$ cat config.mk
export PLATFORM = sky130hd
export DESIGN_NAME = button_event_gen
export DESIGN_NICKNAME = d
export VERILOG_FILES = /design/src/rtl/button_event_pkg.sv /design/src/rtl/event_slot.sv /design/src/rtl/button_event_gen.sv
export SDC_FILE = /design/constraint.sdc
export NUM_CORES = 1
export LEC_CHECK = 0
export BUFFER_PORTS_ARGS = -buffer_cell sky130_fd_sc_hd__buf_2
export CORE_MARGIN = 2
export CORE_UTILIZATION = 58
export CTS_BUF_LIST = sky130_fd_sc_hd__clkbuf_16
export DETAILED_ROUTE_END_ITERATION = 10
export GPL_TIMING_DRIVEN = 0
export PLACE_DENSITY = 0.9
export RECOVER_POWER = 25
export SYNTH_ARGS = -nofsm -noshare
export SYNTH_HDL_FRONTEND = slang
export SYNTH_SLANG_ARGS = --single-unit
export TNS_END_PERCENT = 50
$ cat constraint.sdc
create_clock -name i_Clk -period 3.3 [get_ports i_Clk]
set_input_delay 0.33 -clock i_Clk [delete_from_list [all_inputs] [get_ports i_Clk]]
set_output_delay 0.33 -clock i_Clk [all_outputs]
set_load 0.02 [all_outputs]
$ cat src/rtl/button_event_pkg.sv
// Shared types and constants for the button event path.
package button_event_pkg;

    // Tracking state of the debounced button.
    typedef enum logic [1:0] {
        IDLE   = 2'd0,
        HOLD   = 2'd1,
        REPEAT = 2'd2
    } t_Btn_State;

    // Width of the saturating lost-event counter.
    localparam int DROP_COUNT_WIDTH = 8;

    // Larger of two integers, used to size the shared hold/repeat counter.
    function automatic int max_int(input int a, input int b);
        return (a > b) ? a : b;
    endfunction

endpackage

$ cat src/rtl/event_slot.sv
// One-deep valid/ack event register with a 1-bit payload and a saturating
// count of events that arrived while the slot was occupied.
module event_slot
    import button_event_pkg::*;
(
    input  logic                        i_Clk,
    input  logic                        i_Rst,
    input  logic                        i_Push,
    input  logic                        i_Push_Data,
    input  logic                        i_Ack,
    output logic                        o_Valid,
    output logic                        o_Data,
    output logic [DROP_COUNT_WIDTH-1:0] o_Drop_Count
);

    logic                        valid_q, valid_d;
    logic                        data_q,  data_d;
    logic [DROP_COUNT_WIDTH-1:0] drop_q,  drop_d;
    logic                        take;

    // An ack only counts while an event is actually pending.
    assign take = valid_q & i_Ack;

    // Next-state for the slot: load, replace-on-ack, drop, or clear.
    always_comb begin
        // NOTE: every variable gets a default first so no path leaves it unassigned (no latch).
        valid_d = valid_q;
        data_d  = data_q;
        drop_d  = drop_q;
        if (i_Push) begin
            if (!valid_q || take) begin
                // Empty slot, or consumer emptying it this very edge: load the new event.
                valid_d = 1'b1;
                data_d  = i_Push_Data;
            end else if (drop_q != {DROP_COUNT_WIDTH{1'b1}}) begin
                // Slot full and not acked: keep the pending event, record the loss.
                drop_d = drop_q + DROP_COUNT_WIDTH'(1);
            end
        end else if (take) begin
            valid_d = 1'b0;
        end
    end

    // Slot registers with synchronous reset.
    always_ff @(posedge i_Clk) begin
        // NOTE: sequential state uses non-blocking assignments so all registers update together.
        if (i_Rst) begin
            valid_q <= 1'b0;
            data_q  <= 1'b0;
            drop_q  <= '0;
        end else begin
            valid_q <= valid_d;
            data_q  <= data_d;
            drop_q  <= drop_d;
        end
    end

    assign o_Valid      = valid_q;
    assign o_Data       = data_q;
    assign o_Drop_Count = drop_q;

endmodule

$ cat src/rtl/button_event_gen.sv
// Turns a debounced button level into press / auto-repeat events delivered
// through a one-deep valid/ack slot, plus a one-cycle release pulse.
module button_event_gen
    import button_event_pkg::*;
#(
    parameter int HOLD_LIMIT    = 12_500_000,
    parameter int REPEAT_LIMIT  = 2_500_000,
    parameter int ENABLE_REPEAT = 1
) (
    input  logic                        i_Clk,
    input  logic                        i_Rst,
    input  logic                        i_Debounced,
    input  logic                        i_Event_Ack,
    output logic                        o_Event_Valid,
    output logic                        o_Event_Is_Repeat,
    output logic                        o_Held,
    output logic                        o_Release_Pulse,
    output logic [DROP_COUNT_WIDTH-1:0] o_Drop_Count
);

    localparam int CNT_W = $clog2(max_int(HOLD_LIMIT, REPEAT_LIMIT));
    localparam logic [CNT_W-1:0] HOLD_LAST   = CNT_W'(HOLD_LIMIT - 1);
    localparam logic [CNT_W-1:0] REPEAT_LAST = CNT_W'(REPEAT_LIMIT - 1);

    t_Btn_State       state_q, state_d;
    logic [CNT_W-1:0] count_q, count_d;
    logic             prev_q;
    logic             release_q, release_d;
    logic             rise;
    logic             push;
    logic             push_is_repeat;

    // Press is a low-to-high transition; prev resets high so a button held
    // through reset must be released before it can generate a press.
    assign rise = i_Debounced & ~prev_q;

    // Next-state, counter and event generation for the hold/repeat tracker.
    always_comb begin
        state_d        = state_q;
        count_d        = count_q;
        push           = 1'b0;
        push_is_repeat = 1'b0;
        release_d      = 1'b0;
        unique case (state_q)
            IDLE: begin
                if (rise) begin
                    state_d = HOLD;
                    count_d = '0;
                    push    = 1'b1;
                end
            end
            HOLD: begin
                // Release wins over a limit hit on the same cycle.
                if (!i_Debounced) begin
                    state_d   = IDLE;
                    count_d   = '0;
                    release_d = 1'b1;
                end else if (count_q == HOLD_LAST) begin
                    if (ENABLE_REPEAT != 0) begin
                        state_d        = REPEAT;
                        count_d        = '0;
                        push           = 1'b1;
                        push_is_repeat = 1'b1;
                    end
                    // Without repeat the counter parks at the limit until release.
                end else begin
                    count_d = count_q + CNT_W'(1);
                end
            end
            REPEAT: begin
                if (!i_Debounced) begin
                    state_d   = IDLE;
                    count_d   = '0;
                    release_d = 1'b1;
                end else if (count_q == REPEAT_LAST) begin
                    count_d        = '0;
                    push           = 1'b1;
                    push_is_repeat = 1'b1;
                end else begin
                    count_d = count_q + CNT_W'(1);
                end
            end
            default: begin
                state_d = IDLE;
                count_d = '0;
            end
        endcase
    end

    // Tracker registers with synchronous reset; a reset abandons any hold count.
    always_ff @(posedge i_Clk) begin
        if (i_Rst) begin
            state_q   <= IDLE;
            count_q   <= '0;
            prev_q    <= 1'b1;
            release_q <= 1'b0;
        end else begin
            state_q   <= state_d;
            count_q   <= count_d;
            prev_q    <= i_Debounced;
            release_q <= release_d;
        end
    end

    assign o_Held          = (state_q != IDLE);
    assign o_Release_Pulse = release_q;

    event_slot u_slot (
        .i_Clk        (i_Clk),
        .i_Rst        (i_Rst),
        .i_Push       (push),
        .i_Push_Data  (push_is_repeat),
        .i_Ack        (i_Event_Ack),
        .o_Valid      (o_Event_Valid),
        .o_Data       (o_Event_Is_Repeat),
        .o_Drop_Count (o_Drop_Count)
    );

endmodule

==> summary by stage, run 1 <==
Outcome
The run finished with clean final reports.

Routing
The post-detailed-route DRC marker count is 0. The routed wire length is 3905 um. The via total after detailed routing is 1687.

After detailed routing, the average wire length per cell comes to 13.15 um. The average vias per placed instance is 5.680. The detail route stage leaves a number of antenna-violating nets equal to 0. The first detailed-routing pass took 4 iterations. The iteration-0 DRC count of the detailed router is 128.

STA
Summed over all failing endpoints, the final setup total negative slack is 0 ps. In this run the tightest slew margin relative to its limit is 0.6904. Static timing analysis puts the maximum clock frequency at 0.3770 GHz. The final worst clock skew is 3.540 ps. For the pin with the worst max-slew slack, the measured transition is 464.4 ps.

The count of pins over their slew limit was 0. The final worst-path cycle share is 0.8038. Setup violations remaining at the end of the flow were counted as 0.

For the finished layout, the period the worst path requires is 2652 ps. The count of final hold-check violations is 0. Setup repair after global routing left no endpoint under its margin.

Setup path
The startpoint of the worst-slack reg-to-reg timing path is count_q[14]$_SDFFE_PP0P_. The setup check on the worst reg-to-reg path leaves a slack of 650 ps. For the worst setup path, the data arrival time is 2810 ps. The endpoint identified for the worst register-to-register timing path is count_q[15]$_SDFFE_PP0P_.

For this design, the slowest cell found on the critical path is sky130_fd_sc_hd__or4_4. The number of buffers and inverters on the critical path is 1. The critical setup path kind is reg2reg. The critical path data required time is 3460 ps. The critical path goes through or4b_1 -> or4_4 -> o21bai_1 -> a21oi_1 -> o21bai_1 -> buf_2 -> a21oi_1. In this design, the stage delay of the slowest critical-path cell is 580 ps.

The critical-path maximum fanout is 10. Counting cells, the worst reg-to-reg path comes to 7. STA classifies the critical path endpoint as a flip-flop. Broken down by cell family, the worst path's largest delay share belongs to simple AND/OR/NAND/NOR gates. STA classifies the critical path startpoint as a flip-flop.

Pwr
Summed over all cells, the static leakage comes to 0.0007383 uW. VDD sags by at most 0.0002812 V. The cell area power density is 492.6 nW/um^2.

Synthesis
In the synthesized netlist, the number of instances is 230. The netlist area before placement is 1909 um^2. In the synthesized netlist the async set-or-reset flop fraction comes to 0. Synthesis instantiated 39 different standard cells from the library. The most common flop cell mapped by yosys is sky130_fd_sc_hd__dfxtp_1. Of the synthesized area, sequential elements account for 0.3984. The number of register bits inferred by synthesis is 38. The net count after synthesis is 240. A synthesized cell averages 8.301 um^2.

During synthesis, Yosys emitted a total of 0 warnings. The count of flip-flops with a built-in enable after synthesis is 0.

Global routing
The overall routing resource usage is 0.2348. For this run the aggregate overflow at the end of global routing stands at 0. The pin count of the biggest net entering global routing is 14. The initial antenna violation count is 0.

The first global-routing pass estimated 6527 um of wire. The number of global-route vias before repair is 1611.

Floorplan
The initial standard-cell utilization of the core is 0.6153. In this run the core area contains 20 standard-cell rows. The die is 61.38 um tall. The die outline area is 3767 um^2. The horizontal die dimension is 61.38 um.

The region available for standard cell placement spans 3103 um^2. For this design the top-level I/O count stands at 16.

CTS
The source-to-sink clock delay at the later pin of the worst-skew pair is 280 ps. CTS placed an instance of sky130_fd_sc_hd__clkbuf_16 at the clock tree root. The number of clock buffers added by TritonCTS is 5. Post-CTS timing repair inserted 0 buffers for setup.

After clock tree synthesis, the clock-pin slew on the worst setup and hold paths is 60 ps. Once the clock tree was built, the resizer swapped 0 gates to a different size. CTS built an H-tree with a depth of 2. No sink is reached through more buffers than the 2 on the longest clock path. Buffers inserted to repair hold after CTS numbered 0. TritonCTS built the clock tree. The number of sinks on the clock net is 38.

Layout
In the final layout, the share of cells above drive strength 1 is 0.09091. After filler insertion, the fill cell instance count of the layout stands at 250. After the last flow step, the layout net total stands at 262. The repair_antennas step left the layout with diodes totalling 0. The area growth from synthesis to layout is 15.01%. Summing all non-filler instances in the final layout gives an area of 2196 um^2.

Placement
The count of buffers added on input and output ports is 15. The post-detailed-placement half-perimeter wirelength is 2776 um. The cell area after placement is 2039 um^2.

The placer's final routability congestion estimate is 0.8606.

Worst hold path
The startpoint of the lowest-slack hold path is i_Debounced. The worst hold path belongs to the class in2reg. Counting instances, the worst hold path has a depth of 2. The path with the worst hold slack has its endpoint at prev_q$_SDFF_PP1_.

Flow run
The number of maximum-capacitance violations is 0.
logic make-up (layout without fill, tap and decap cells):
logic type / count (synthesis) / in the layout / share of synthesized area
adder cells (fa/ha/maj): 6 / 6 / 0.03932
AND/OR/NAND/NOR: 114 / 114 / 0.3113
XOR/XNOR: 19 / 19 / 0.08716
multiplexers: 2 / 2 / 0.01049
AO/OA/AOI/OAI: 38 / 38 / 0.1226
flip-flops: 38 / 38 / 0.3984
buffers and inverters: 13 / 36 / 0.03080
cell usage in the layout, fill, tap and decap left out, types with 3 or more instances in the layout:
master	instances
sky130_fd_sc_hd__dfxtp_1	38
sky130_fd_sc_hd__nor2_1	30
sky130_fd_sc_hd__nand2_1	19
sky130_fd_sc_hd__nand3_1	16
sky130_fd_sc_hd__clkbuf_1	14
sky130_fd_sc_hd__a21oi_1	14
sky130_fd_sc_hd__xor2_1	10
sky130_fd_sc_hd__nor3_1	10
sky130_fd_sc_hd__o21ai_0	10
sky130_fd_sc_hd__xnor2_1	9
sky130_fd_sc_hd__or3_1	8
sky130_fd_sc_hd__inv_1	7
sky130_fd_sc_hd__nand4_1	7
sky130_fd_sc_hd__buf_2	6
sky130_fd_sc_hd__ha_1	6
sky130_fd_sc_hd__clkbuf_16	5
sky130_fd_sc_hd__or4_1	4
sky130_fd_sc_hd__o31ai_1	4
sky130_fd_sc_hd__and2_1	3
sky130_fd_sc_hd__o21bai_1	3
sky130_fd_sc_hd__nor2b_1	3
sky130_fd_sc_hd__or2_2	3
state kept, by name (all words and copies together) (netlist names):
name                 count
o_Release_Pulse          1
u_slot.o_Valid           1
u_slot.o_Drop_Count      8
count_q                 24
state_q                  2
u_slot.o_Data            1
prev_q                   1
power by group:
| group | total (uW) | leakage [uW] | switching (uW) | internal [uW] |
|---|---|---|---|---|
| Clock | 540 | 0.0000760 | 184 | 356 |
| Sequential | 471 | 0.000307 | 5.90 | 465 |
| Combinational | 70.6 | 0.000356 | 47.7 | 22.9 |
worst register-to-register path: stages (launching register included):
cell and delay, ps:
sky130_fd_sc_hd__dfxtp_1 340, sky130_fd_sc_hd__or4b_1 550, sky130_fd_sc_hd__or4_4 580, sky130_fd_sc_hd__o21bai_1 210, sky130_fd_sc_hd__a21oi_1 190, sky130_fd_sc_hd__o21bai_1 310, sky130_fd_sc_hd__buf_2 280, sky130_fd_sc_hd__a21oi_1 70
area by class of cell:
cell class                 count  area, um^2  area share
buffer                         6       32.53     0.01481
clock buffer                   5       125.1     0.05698
clock inverter                 3       45.04     0.02051
inverter                       7       26.28     0.01197
multi-input combinational    179        1090      0.4963
sequential                    38       760.7      0.3464
tap                           44       55.05     0.02507
timing repair buffer          15       61.31     0.02792
metrics by stage:
stage	setup WS [ps]	std cells	utilization	power (uW)	hold WS [ps]
2_1_floorplan	898.7	230	-	530.2	399.1
3_3_place_gp	680.4	289	0.6573	548.8	452.5
3_5_place_dp	669.9	289	0.6573	551.6	462.2
4_1_cts	657.8	297	0.7121	1090	297.7
5_1_grt	510.6	297	0.7077	1120	323.5
6_report	647.6	297	0.7077	1082	305.3
how the worst max path moves through the flow:
stage                                  start                             endpoint  cells past startpoint
floorplan           count_q[16]$_SDFFE_PP0P_  u_slot.o_Drop_Count[4]$_SDFFE_PP0P_                      7
global placement    count_q[14]$_SDFFE_PP0P_             count_q[12]$_SDFFE_PP0P_                      7
detailed placement  count_q[16]$_SDFFE_PP0P_             count_q[15]$_SDFFE_PP0P_                      7
CTS                 count_q[14]$_SDFFE_PP0P_             count_q[15]$_SDFFE_PP0P_                      7
global route        count_q[16]$_SDFFE_PP0P_             count_q[13]$_SDFFE_PP0P_                      7
finish              count_q[14]$_SDFFE_PP0P_             count_q[15]$_SDFFE_PP0P_                      7
routing by layer:
layer  share of wire  track usage  up-vias
met5               0            0        -
met4           0.020       0.1337        0
met3           0.045      0.04622        9
met2            0.50       0.4179       48
met1            0.44       0.2595      774
li1                -            -      856
synth_stat cells (3+ instances only):
master | count | area [um^2]
sky130_fd_sc_hd__or2_2 | 3 | 18.77
sky130_fd_sc_hd__dfxtp_1 | 38 | 760.7
sky130_fd_sc_hd__clkbuf_1 | 3 | 11.26
sky130_fd_sc_hd__a21oi_1 | 14 | 70.07
sky130_fd_sc_hd__o31ai_1 | 4 | 30.03
sky130_fd_sc_hd__nor2b_1 | 3 | 18.77
sky130_fd_sc_hd__nor2_1 | 30 | 112.6
sky130_fd_sc_hd__nor3_1 | 10 | 50.05
sky130_fd_sc_hd__and2_1 | 3 | 18.77
sky130_fd_sc_hd__ha_1 | 6 | 75.07
sky130_fd_sc_hd__nand4_1 | 7 | 43.79
sky130_fd_sc_hd__nand3_1 | 16 | 80.08
sky130_fd_sc_hd__or4_1 | 4 | 30.03
sky130_fd_sc_hd__nand2_1 | 19 | 71.32
sky130_fd_sc_hd__xnor2_1 | 9 | 78.83
sky130_fd_sc_hd__o21ai_0 | 10 | 50.05
sky130_fd_sc_hd__xor2_1 | 10 | 87.58
sky130_fd_sc_hd__o21bai_1 | 3 | 22.52
sky130_fd_sc_hd__inv_1 | 7 | 26.28
sky130_fd_sc_hd__or3_1 | 8 | 50.05
Power figures use the tool's default switching activity.
==> inputs of run 2 (changes only) <==
- clock period: 3.3 -> 2.67 ns (I/O delays scaled with it)
==> summary by stage, run 2 (synthesized netlist as in run 1, its figures left out) <==
Outcome
The flow ran to the end, and the final reports show no timing, DRC or antenna violations.

Global routing
After global routing, the most crowded layer is met2. The met3 layer usage reported by global route is 0.04622 (unchanged). The pin count of the biggest net entering global routing is 14 (unchanged). The overall routing resource usage came to 0.2348 (unchanged). The initial antenna violation count was 0 (unchanged). The number of global-route vias before repair was 1611 (unchanged). The met1 usage was 0.2595 (unchanged).

The global-route met2 utilization was 0.4179 (unchanged). The first-pass GRT wire length is 6527 um (unchanged). The remaining global-route overflow came to 0 (unchanged).

Worst hold path
The tightest min-delay check is of the in2reg type. The depth of the worst hold-timing path was 2 (unchanged).

Layout
From synthesis to final layout, the design area changed by 15.92%. The net total in the final layout is 262 (unchanged). The antenna cell count is 0 (unchanged). The end-of-flow core utilization is 0.7133 (+0.005645).

The register with the most flip-flops is count_q. In the layout the commonest cells are sky130_fd_sc_hd__dfxtp_1, sky130_fd_sc_hd__nor2_1, sky130_fd_sc_hd__nand2_1. The final instance count without filler cells is 297 (unchanged). The share of final-layout standard cells stronger than drive strength 1 is 0.1028 (+0.01186). The flip-flop count of the largest register after layout is 24 (unchanged). The most common library cell in the layout ignoring fill and taps is sky130_fd_sc_hd__dfxtp_1.

Floorplan
The area of the core came to 3103 um^2 (unchanged). The overall die height came to 61.38 um (unchanged). The horizontal die dimension is 61.38 um (unchanged). The number of top-level pins is 16 (unchanged). The die outline area is 3767 um^2 (unchanged). The initial standard-cell utilization of the core is 0.6153 (unchanged). The number of rows created at floorplan was 20 (unchanged).

Routing
The routed wire length is 3892 um (-0.33%). The via total after detailed routing is 1717 (+1.8%). The post-detailed-route DRC marker count is 0 (unchanged).

The iteration-0 DRC count of the detailed router is 125 (-2.3%). The average vias per placed instance came to 5.781 (+1.8%). The final routed wire length divided by cell count is 13.10 um (-0.33%).

The remaining antenna violation count after routing is 0 (unchanged). The number of search-and-repair iterations in the first detailed-routing pass is 4 (unchanged).

Setup path
The critical-path maximum fanout was 10 (unchanged). The number of cell instances on the worst register-to-register path came to 7 (unchanged). The most common cell type on the critical path is sky130_fd_sc_hd__a21oi_1. Traced cell by cell, the critical path runs through or4b_1 -> or4_4 -> o21bai_1 -> a21oi_1 -> o21bai_2 -> clkbuf_4 -> a21oi_1. The arrival time of data at the critical path endpoint is 2730 ps (-80 ps). The buffering stage count on the worst path with inverters included is 1 (unchanged). The highest cell delay on the worst timing path is 590 ps (about the same).

Broken down by cell family, the worst path's largest delay share belongs to simple AND/OR/NAND/NOR gates. The critical path data required time is 2830 ps (-630 ps). The critical setup path kind is reg2reg. The critical path launch point type is a flip-flop. The critical path depth is 7 (unchanged). The kind of capture point of the worst setup path is a flip-flop. The slowest cell on the critical path is sky130_fd_sc_hd__or4_4.

Pwr
The standby leakage power was 0.0007655 uW (+3.7%). The cell area power density came to 607.4 nW/um^2 (+23%). The worst voltage drop across the vdd grid is 0.0003476 V (+24%).

STA
The normalized max-slew margin is 0.6651 (-0.02533). The post-route minimum period came to 2563 ps (-88.98 ps). The count of pins over their slew limit is 0 (unchanged). The final worst-path cycle share is 0.9601 (+0.1563). The final worst clock skew is 6.293 ps (+2.752 ps). The minimum hold slack is 241.5 ps (-63.81 ps). The count of final hold-check violations was 0 (unchanged). The final number of setup-violating endpoints is 0 (unchanged). The final worst setup slack came to 106.6 ps (-541.0 ps). The transition time of the tightest slew-check pin came to 502.4 ps (+38.00 ps). The highest attainable clock frequency was 0.3901 GHz (+3.5%). The sum of negative setup slack is 0 ps (unchanged).

CTS
The source-to-sink clock delay at the later pin of the worst-skew pair is 280 ps (about the same). The cell sitting at the root of the clock tree is a sky130_fd_sc_hd__clkbuf_16. The number of sinks on the clock net is 38 (unchanged).

The maximum buffer depth of the clock tree was 2 (unchanged). The TritonCTS buffer count is 5 (unchanged). The hold buffer count at CTS is 0 (unchanged).

The H-tree level count came to 2 (unchanged). The number of gates given a new drive strength after cts is 0 (unchanged). The clock transition at the register clock pins on the worst setup and hold paths after CTS was 60 ps (about the same). The CTS tree is done.

The post-CTS setup-driven buffer insertion count is 0 (unchanged).

Flow run
The number of maximum-capacitance violations is 0 (unchanged).

Placement
The setup slack at placement came to 39.95 ps (-630.0 ps). The post-detailed-placement half-perimeter wirelength is 2776 um (unchanged). The number of placed cells counting well taps is 289 (unchanged). The count of input and output buffers is 15 (unchanged). The placer's final routability congestion estimate is 0.8606 (unchanged).
## run 2: cell count changes in the layout (fill, tap and decap cells not counted)
cell | previous run | this run
sky130_fd_sc_hd__clkbuf_1 | 14 | 12
sky130_fd_sc_hd__nor3_2 | 1 | 0
sky130_fd_sc_hd__o21bai_1 | 3 | 2
sky130_fd_sc_hd__clkbuf_4 | 0 | 2
sky130_fd_sc_hd__nor3_4 | 1 | 2
sky130_fd_sc_hd__o21bai_2 | 0 | 1
## run 2: worst paths after layout
check	slack, ps	to	from
setup reg to reg	110	count_q[15]$_SDFFE_PP0P_	count_q[16]$_SDFFE_PP0P_
hold / removal	240	prev_q$_SDFF_PP1_	i_Debounced
setup / recovery	110	count_q[15]$_SDFFE_PP0P_	count_q[16]$_SDFFE_PP0P_
hold reg to reg	470	u_slot.o_Data$_SDFFE_PP0P_	u_slot.o_Data$_SDFFE_PP0P_
## run 2: layer usage
layer | vias up | part of all wire
met3 | 9 | 0.038
li1 | 853 | -
met2 | 48 | 0.50
met4 | 0 | 0.021
met1 | 807 | 0.44
met5 | - | 0
## run 2: worst reg2reg max path, delay by kind of cell (launching register included)
family | cells | cell delay, ps
buffers and inverters | 1 | 250
AOI/OAI and AO/OA | 4 | 710
and+or+nand+nor | 2 | 1120
DFF | 1 | 350
## run 2: power breakdown
group          internal (uW)  total [uW]  leakage (uW)  switching (uW)
clock                    440         671     0.0000760             231
sequential               575         582      0.000307            7.39
combinational           30.7        91.3      0.000383            60.7
total                   1050        1340      0.000765             299
## run 2: area by class of cell
| class | count | area (um^2) |
|---|---|---|
| clock buffer | 5 | 125.1 |
| timing repair buffer | 15 | 63.81 |
| tap | 44 | 55.05 |
| inverter | 7 | 26.28 |
| buffer | 6 | 37.54 |
| sequential | 38 | 760.7 |
| multi-input combinational | 179 | 1100 |
| clock inverter | 3 | 45.04 |
| fill | 249 | 889.6 |
## run 2: metrics by stage
step                      total power [uW]  area, um^2
final                                 1344        2213
after global routing                  1389        2213
after CTS                             1348        2210
after detailed placement             681.7        2039
after global placement               678.3        2039
after floorplan                      655.3        1909
==> inputs of run 3 (changes only) <==
- CORE_UTILIZATION: 58 -> 25
- PLACE_DENSITY: 0.9 -> 0.52
==> summary by stage, run 3 (synthesized netlist as in run 1, its figures left out) <==
Floorplan
The number of rows created at floorplan was 31 (+55%). The number of top-level pins is 16 (unchanged). The horizontal die dimension is 91.39 um (+49%). The die outline area is 8352 um^2 (+120%). The area of the core is 7331 um^2 (+140%). The overall die height came to 91.39 um (+49%). The initial standard-cell utilization of the core is 0.2605 (-0.3549).

Pwr
The worst voltage drop across the vdd grid is 0.0003386 V (-2.6%). The internal power is 1144 uW (+9.5%). The fraction of power spent switching nets is 0.2109 (-0.01164). The cell area power density is 626.4 nW/um^2 (+3.1%). The standby leakage power is 0.0007797 uW (+1.9%). The total chip power came to 1450 uW (+7.9%). The total net switching power is 305.8 uW (+2.2%). The proportion of power drawn by combinational gates is 0.066 (-0.002).

The power share of the clock group is 0.533 (+0.034). The sequential share of power came to 0.401 (-0.032).

STA
The highest attainable clock frequency is 0.4095 GHz (+5.0%). The sum of negative setup slack is 0 ps (unchanged). The count of final hold-check violations is 0 (unchanged). The final worst clock skew was 7.879 ps (+1.586 ps). The post-route minimum period is 2442 ps (-121.2 ps).

Setup repair after global routing left no endpoint under its margin. The final worst-path cycle share came to 0.9147 (-0.04541). The transition time of the tightest slew-check pin is 497.9 ps (-4.421 ps). The normalized max-slew margin was 0.6680 (+0.002947). The final number of setup-violating endpoints is 0 (unchanged). The count of pins over their slew limit is 0 (unchanged).

Setup path
The buffering stage count on the worst path with inverters included is 1 (unchanged). The endpoint identified for the worst register-to-register timing path is count_q[15]$_SDFFE_PP0P_. The signal on the critical path passes through or4b_1 -> or4_4 -> o21bai_1 -> a21oi_2 -> o21bai_2 -> clkbuf_4 -> a21oi_1. On the critical path the largest part of the delay comes from simple AND/OR/NAND/NOR gates. In this run the critical register-to-register path is launched from count_q[16]$_SDFFE_PP0P_. The number of cell instances on the worst register-to-register path was 7 (unchanged).

The kind of capture point of the worst setup path is a flip-flop. The critical-path maximum fanout was 10 (unchanged). The highest cell delay on the worst timing path is 530 ps (-60 ps). STA classifies the critical path startpoint as a flip-flop.

The critical path is of the reg2reg type. The worst setup slack for register-to-register paths was 230 ps (+120 ps). The slowest stage of the critical path is the sky130_fd_sc_hd__or4b_1 cell. The critical path data required time is 2830 ps (about the same). The arrival time of data at the critical path endpoint was 2600 ps (-130 ps).

Worst hold path
The depth of the worst hold-timing path is 2 (unchanged). The worst-case hold path end point is prev_q$_SDFF_PP1_. The startpoint of the lowest-slack hold path is i_Debounced. The type of the tightest min-delay check is in2reg.

Global routing
The first-pass GRT wire length is 7072 um (+8.3%). The pin count of the biggest net entering global routing came to 14 (unchanged). The number of global-route vias before repair is 1481 (-8.1%). The remaining global-route overflow is 0 (unchanged).

The overall routing resource usage is 0.1052 (-0.1296). The initial antenna violation count is 0 (unchanged).

CTS
The hold buffer count at CTS is 0 (unchanged). The tree is rooted in a sky130_fd_sc_hd__clkbuf_16. The H-tree level count was 2 (unchanged).

The number of sinks on the clock net was 38 (unchanged). The clock transition at the register clock pins on the worst setup and hold paths after CTS is 60 ps (about the same). The source-to-sink clock delay at the later pin of the worst-skew pair is 280 ps (about the same). The maximum buffer depth of the clock tree is 2 (unchanged). The TritonCTS buffer count is 5 (unchanged). TritonCTS built the clock tree.

Routing
The iteration-0 DRC count of the detailed router is 67 (-46%). The final routed wire length divided by cell count is 11.65 um (-11%). The post-detailed-route DRC marker count is 0 (unchanged).

The routed wire length came to 4111 um (+5.6%). The number of search-and-repair iterations in the first detailed-routing pass is 4 (unchanged). The via total after detailed routing is 1649 (-4.0%). The average vias per placed instance was 4.671 (-19%). The remaining antenna violation count after routing is 0 (unchanged).

Layout
The register with the most flip-flops is count_q. The end-of-flow core utilization is 0.3158 (-0.3976). The flip-flop count of the largest register after layout came to 24 (unchanged). The net total in the final layout is 263 (+0.38%). The antenna cell count is 0 (unchanged). The library cell used most frequently in the layout, excluding fill and tap cells, is sky130_fd_sc_hd__dfxtp_1. The share of final-layout standard cells stronger than drive strength 1 came to 0.1024 (-0.0004046). In the layout the commonest cells are sky130_fd_sc_hd__dfxtp_1, sky130_fd_sc_hd__nor2_1, sky130_fd_sc_hd__nand2_1. The area growth from synthesis to layout is 21.23%.

Placement
The count of input and output buffers is 15 (unchanged). The placer's final routability congestion estimate came to 0.7615 (-12%). The post-detailed-placement half-perimeter wirelength came to 2987 um (+7.6%).

Outcome
The flow ran to the end, and the final reports show no timing, DRC or antenna violations.

Flow run
The number of maximum-capacitance violations is 0 (unchanged).
==> run 3: power by group through the flow <==
stage	clock network, uW	logic [uW]	registers (uW)
after floorplan	0	60.9	594
after global placement	0	89.7	594
after detailed placement	0	89.4	594
after CTS	796	92.0	581
after global routing	819	108	582
final	773	96.3	581
==> run 3: worst max-delay path by stage <==
stage	start	endpoint	depth (start not counted)
2_1_floorplan	count_q[16]$_SDFFE_PP0P_	u_slot.o_Drop_Count[4]$_SDFFE_PP0P_	7
6_report	count_q[16]$_SDFFE_PP0P_	count_q[15]$_SDFFE_PP0P_	7
4_1_cts	count_q[16]$_SDFFE_PP0P_	count_q[13]$_SDFFE_PP0P_	7
3_3_place_gp	count_q[16]$_SDFFE_PP0P_	count_q[12]$_SDFFE_PP0P_	7
3_5_place_dp	count_q[14]$_SDFFE_PP0P_	count_q[12]$_SDFFE_PP0P_	7
5_1_grt	count_q[16]$_SDFFE_PP0P_	count_q[17]$_SDFFE_PP0P_	7
==> run 3: metal layers <==
metal,share of wire,track usage
met1,0.51,0.1461
met2,0.43,0.1556
met3,0.041,0.02739
met4,0.013,0.03788
met5,0,0
==> run 3: layout make-up <==
cell class | count | area (um^2)
plain buffers | 6 | 37.54
clock buffers | 5 | 125.1
clock inverters | 3 | 68.82
fillers | 765 | 5016
inverters | 7 | 26.28
multi-input cells | 179 | 1104
flip-flops and latches | 38 | 760.7
well taps | 99 | 123.9
repair buffers | 16 | 68.82
==> run 3: through the flow <==
stage	cell area (um^2)	setup slack, ps	hold WS, ps	cells
3_5_place_dp	2108	-33.66	472.4	344
5_1_grt	2315	101.6	258.1	353
2_1_floorplan	1909	268.7	336.1	230
4_1_cts	2306	49.48	237.7	352
6_report	2315	227.8	244.1	353
3_3_place_gp	2108	-30.57	461.7	344
==> run 3: timing repair <==
item / in CTS / in global routing
endpoints found under the hold margin: 0 / 0
pin swaps: 0 / 4
setup endpoints to repair: 20 / 24
setup buffers: 0 / 1
gates resized for setup: 1 / 4
